`src/rtl/sar_pkg.sv`:
```
// Shared definitions for the successive-approximation search controller.
// The width, the state encoding and the allowed comparator latency range live here.
package sar_pkg;

    localparam int WIDTH       = 16;
    localparam int CMP_LAT_MIN = 0;
    localparam int CMP_LAT_MAX = 3;

    typedef enum logic [1:0] {
        ST_IDLE   = 2'd0,
        ST_WAIT   = 2'd1,
        ST_DECIDE = 2'd2,
        ST_ERROR  = 2'd3
    } state_e;

    // Flags are packed as {gt, lt, eq}. Only a single asserted flag is trusted.
    function automatic logic flags_valid(input logic [2:0] flags);
        return (flags == 3'b100) || (flags == 3'b010) || (flags == 3'b001);
    endfunction

endpackage

```
`src/rtl/sar_search.sv`:
```
// Binary search for an unknown target, driven by an external magnitude comparator.
// Each bit costs one guess update plus CMP_LAT cycles of comparator latency.
//
// state  | meaning
// IDLE   | guess parked at 0, waiting for start
// WAIT   | guess held while the comparator pipeline settles
// DECIDE | flags sampled, current bit resolved
// ERROR  | unreachable in normal operation; falls back to IDLE
module sar_search
    import sar_pkg::*;
#(
    parameter int CMP_LAT = 0
) (
    input  logic             clk,
    input  logic             rst,
    input  logic             start,
    output logic [WIDTH-1:0] guess,
    input  logic             gt,
    input  logic             lt,
    input  logic             eq,
    output logic             busy,
    output logic             done,
    output logic [WIDTH-1:0] result,
    output logic             found,
    output logic             err
);

    localparam logic [1:0]       WAIT_LOAD  = (CMP_LAT > 0) ? 2'(CMP_LAT - 1) : 2'd0;
    localparam state_e           AFTER_STEP = (CMP_LAT > 0) ? ST_WAIT : ST_DECIDE;
    localparam logic [WIDTH-1:0] MSB_ONLY   = {1'b1, {(WIDTH-1){1'b0}}};
    localparam logic [3:0]       TOP_BIT    = 4'(WIDTH - 1);

    state_e           state_q, state_d;
    logic [WIDTH-1:0] guess_q, guess_d;
    logic [WIDTH-1:0] result_q, result_d;
    logic [3:0]       bit_q, bit_d;
    logic [1:0]       wcnt_q, wcnt_d;
    logic             busy_q, busy_d;
    logic             done_q, done_d;
    logic             found_q, found_d;
    logic             err_q, err_d;
    logic             fin;
    logic [WIDTH-1:0] g_upd;

    always_comb begin
        state_d  = state_q;
        guess_d  = guess_q;
        result_d = result_q;
        bit_d    = bit_q;
        wcnt_d   = wcnt_q;
        busy_d   = busy_q;
        done_d   = 1'b0;
        found_d  = found_q;
        err_d    = err_q;
        fin      = 1'b0;
        g_upd    = guess_q;

        case (state_q)
            ST_IDLE: begin
                if (start) begin
                    guess_d  = MSB_ONLY;
                    bit_d    = TOP_BIT;
                    busy_d   = 1'b1;
                    result_d = '0;
                    found_d  = 1'b0;
                    err_d    = 1'b0;
                    wcnt_d   = WAIT_LOAD;
                    state_d  = AFTER_STEP;
                end
            end
            ST_WAIT: begin
                if (wcnt_q == 2'd0) state_d = ST_DECIDE;
                else                wcnt_d  = wcnt_q - 2'd1;
            end
            ST_DECIDE: begin
                if (!flags_valid({gt, lt, eq})) begin
                    result_d = '0;
                    err_d    = 1'b1;
                    fin      = 1'b1;
                end else if (eq) begin
                    result_d = guess_q;
                    found_d  = 1'b1;
                    fin      = 1'b1;
                end else begin
                    if (lt) g_upd[bit_q] = 1'b0;
                    if (bit_q == 4'd0) begin
                        result_d = g_upd;
                        fin      = 1'b1;
                    end else begin
                        // Trial bit for the next position goes in alongside the resolved one.
                        g_upd[bit_q - 4'd1] = 1'b1;
                        guess_d = g_upd;
                        bit_d   = bit_q - 4'd1;
                        wcnt_d  = WAIT_LOAD;
                        state_d = AFTER_STEP;
                    end
                end
            end
            default: begin
                state_d = ST_IDLE;
                busy_d  = 1'b0;
                guess_d = '0;
                bit_d   = '0;
                wcnt_d  = '0;
            end
        endcase

        if (fin) begin
            state_d = ST_IDLE;
            busy_d  = 1'b0;
            done_d  = 1'b1;
            guess_d = '0;
            bit_d   = '0;
            wcnt_d  = '0;
        end
    end

    always_ff @(posedge clk) begin
        if (rst) begin
            state_q  <= ST_IDLE;
            guess_q  <= '0;
            result_q <= '0;
            bit_q    <= '0;
            wcnt_q   <= '0;
            busy_q   <= 1'b0;
            done_q   <= 1'b0;
            found_q  <= 1'b0;
            err_q    <= 1'b0;
        end else begin
            state_q  <= state_d;
            guess_q  <= guess_d;
            result_q <= result_d;
            bit_q    <= bit_d;
            wcnt_q   <= wcnt_d;
            busy_q   <= busy_d;
            done_q   <= done_d;
            found_q  <= found_d;
            err_q    <= err_d;
        end
    end

    assign guess  = guess_q;
    assign result = result_q;
    assign busy   = busy_q;
    assign done   = done_q;
    assign found  = found_q;
    assign err    = err_q;

endmodule

```
`config.mk`:
```
export PLATFORM = sky130hd
export DESIGN_NAME = sar_search
export DESIGN_NICKNAME = d
export VERILOG_FILES = /design/src/rtl/sar_pkg.sv /design/src/rtl/sar_search.sv
export SDC_FILE = /design/constraint.sdc
export NUM_CORES = 1
export LEC_CHECK = 0
export BUFFER_PORTS_ARGS = -buffer_cell sky130_fd_sc_hd__buf_4
export CAP_MARGIN = 15
export CELL_PAD_IN_SITES_DETAIL_PLACEMENT = 1
export CELL_PAD_IN_SITES_GLOBAL_PLACEMENT = 1
export CORE_UTILIZATION = 42
export CTS_BUF_LIST = sky130_fd_sc_hd__clkbuf_8
export DETAILED_ROUTE_END_ITERATION = 10
export PLACE_DENSITY = 0.77
export SYNTH_ARGS = -nofsm -noshare
export SYNTH_HDL_FRONTEND = slang
export SYNTH_SLANG_ARGS = --single-unit
```
`constraint.sdc`:
```
create_clock -name clk -period 2.4 [get_ports clk]
set_clock_uncertainty 0.15 [all_clocks]
set_input_delay 0.12 -clock clk [delete_from_list [all_inputs] [get_ports clk]]
set_output_delay 0.12 -clock clk [all_outputs]
set_load 0.01 [all_outputs]
```
==> results.ini <==
[status]
status=completed

[power_and_ir_drop]
vdd_drop_max_uv=259.8
p_sw_uw=423.0
swShare=0.2748
internal_power_mw=1.116
pwr-share-seq=0.464
p_per_area_nw_per_um2=602.5
clockPowerShare=0.380
p_leak_nw=0.9542
p_comb_frac=0.155

[placement]
dp_cells=339
port_buffers=41
hpwl_um=4518
place.gp.congestion=0.8371

[worst_setup_path]
required_ns=2.47
critPathMaxFanout=15
slowest_delay_ns=0.46
rr_startpoint=bit_q[1]$_SDFFE_PP0P_
crit_chain=inv_1, ha_1, or3b_4, nand3_4, o21ai_2, nor2b_4, o2bb2ai_1
critPathKind=flop to flop
rr_worst_depth=7
r2r_setup_slack_ns=0.20
cp-end-kind=flop
worst_ep_arrival_time_ns=2.27
slowest_stage=dfxtp_1
r2r-end=result[15]$_SDFFE_PP0P_
setup.worst_path.start_class=flop

[global_routing]
grt_use_total=0.2562
grt_max_degree=19
grt_pass1_wl_um=10210
grt.overflow.total=0
grt_pass1_vias=1990
antenna_found_initial=0

[yosys]
avgSynthCellArea_um2=8.574
synth_cell_types=44
ys_async_sr_fraction=0
yosys-top-cells-area=dfxtp_1, nor2_1, a32oi_1
netlist.top_cell.by_area=dfxtp_1
yosys_warnings=0
yosysSeqAreaShare=0.3923
ys_seq_elements=41
netlist_top_cells_count=dfxtp_1, nor2_1, nand2_1
synth_cells=244
yosysTopAreaCellShare=0.3923
synth-edff-count=0
yosysMostFrequentCell=dfxtp_1
synthesis.area_um2=2092
synth.net_count=257
ys_dominant_reg_cell=dfxtp_1

[timing]
slew_viol_final=0
finalSetupViolCount=0
period_share=0.9175
max_freq_mhz=454.1
rsz0062_at_grt=no
hold_violations=0
maxSlewHeadroom=0.5115
min_period_ns=2.202
tightestPinTransition_ns=0.7328
fin_setup_tns_ns=0

[die]
die_w_um=72.58
start_util=0.4400
die-area_um2=5267
core_um2=4755
rows=25
ios=42
die_y_um=72.58

[clocking]
clockBufferDepth=2
path_clk_slew_ns=0.08
cts.htree.levels=2
post_cts_buffers=0
root_buffer=clkbuf_8
cts_num_sinks=41
numCtsBuffers=5
tritoncts=yes
clk_latency_ns=0.30

[route]
drt-total-wl_um=6238
wire_per_inst_um=17.93
num_vias=1997
post-route-drc-count=0
via_per_inst=5.739
drtAntennaViolNets=0
drt-initial-drc-count=61
drtPass1Iterations=4

[worst_hold_path]
hold_path_depth=3
hold_start=start
hold_end=bit_q[1]$_SDFFE_PP0P_
hp-class=input port to flop

[cells_and_area]
layout-drive-gt1-share=0.2171
area_delta_synth_final_pct=22.13
layout.nets=293
final_cells=348
antenna_cells=0

[run]
maxCapViolCount=0

-- worst max-delay path by stage --
stage	startpoint	to	slack, ns	cells after the start
after detailed placement	bit_q[1]$_SDFFE_PP0P_	guess[15]$_SDFFE_PP0P_	0.18	6
after global placement	bit_q[1]$_SDFFE_PP0P_	guess[15]$_SDFFE_PP0P_	0.27	6
final	bit_q[1]$_SDFFE_PP0P_	result[15]$_SDFFE_PP0P_	0.20	7
after floorplan	bit_q[0]$_SDFFE_PP0P_	guess[1]$_SDFFE_PP0P_	0.40	7
after CTS	bit_q[1]$_SDFFE_PP0P_	guess[15]$_SDFFE_PP0P_	0.15	6
after global routing	bit_q[1]$_SDFFE_PP0P_	result[1]$_SDFFE_PP0P_	0.03	7
-- routing by layer --
| metal | vias to the layer above | GRT usage | share of wire |
|---|---|---|---|
| met4 | 0 | 0.08715 | 0.016 |
| met2 | 53 | 0.4029 | 0.46 |
| met1 | 970 | 0.3525 | 0.47 |
| met5 | - | 0 | 0 |
| li1 | 964 | - | - |
| met3 | 10 | 0.04834 | 0.046 |
-- logic make-up (layout without fill, tap and decap cells) --
family,count (synthesis),count (layout),share of synthesized area
compound gates,82,82,0.2745
xor+xnor,3,3,0.01256
fa+ha+maj,7,7,0.04186
buf+inv,22,59,0.05024
flops,41,41,0.3923
simple gates,89,89,0.2285
-- flip-flops by register name, indices dropped and copies added (netlist names) --
register / flops
bit_q: 4
busy: 1
done: 1
err: 1
found: 1
guess: 16
result: 16
state_q: 1
-- area by class of cell --
cell class | instances | area, um2
clock buffer | 6 | 82.58
clock inverter | 2 | 37.54
fill | 594 | 2200
inverter | 6 | 22.52
multi-input combinational | 181 | 1167
sequential | 41 | 820.8
tap | 67 | 83.83
timing repair buffer | 45 | 340.3
-- placed cells by master, fill, tap and decap left out, drive strengths merged, types with 3 or more instances in the layout --
cell	n
inv	6
o22ai	3
or3	3
and2	5
nor2b	6
nor3	3
o2bb2ai	8
dfxtp	41
a21oi	13
o31ai	13
a32oi	12
nand2b	4
ha	7
buf	44
nand2	20
o21ai	19
nand3	4
clkbuf	6
nor2	28
nand3b	7
a31oi	4
-- power groups by stage --
stage | clock network (mW) | registers [mW] | logic, mW
detailed placement | 0 | 0.730 | 0.234
CTS | 0.600 | 0.714 | 0.238
floorplan | 0 | 0.722 | 0.175
global route | 0.625 | 0.718 | 0.264
global placement | 0 | 0.730 | 0.232
finish | 0.585 | 0.715 | 0.239
-- through the flow --
stage | utilization | setup WS, ns | power, mW | cell area (um2) | hold WS, ns
2_1_floorplan | - | 0.3967 | 0.8967 | 2092 | 0.1539
3_3_place_gp | 0.5097 | 0.2746 | 0.9612 | 2424 | 0.2891
3_5_place_dp | 0.5097 | 0.1846 | 0.9641 | 2424 | 0.2994
4_1_cts | 0.5371 | 0.1483 | 1.552 | 2554 | 0.02168
5_1_grt | 0.5374 | 0.02869 | 1.607 | 2555 | 0.06377
6_report | 0.5374 | 0.1980 | 1.539 | 2555 | 0.01806
-- critical path, delay by kind of cell (launching register included) --
family                     cells  cell delay (ns)
and+or+nand+nor                3             0.75
AOI/OAI and AO/OA              2             0.40
buffers and inverters          1             0.13
DFF                            1             0.46
adders and majority gates      1             0.24
-- timing repair --
action                                  in CTS  in global routing
endpoints found under the setup margin       0                  1
gates resized for setup                      0                  1
endpoints found under the hold margin        5                  0
hold buffers                                 1                  0
No activity file was read; power rests on OpenSTA's default activity.
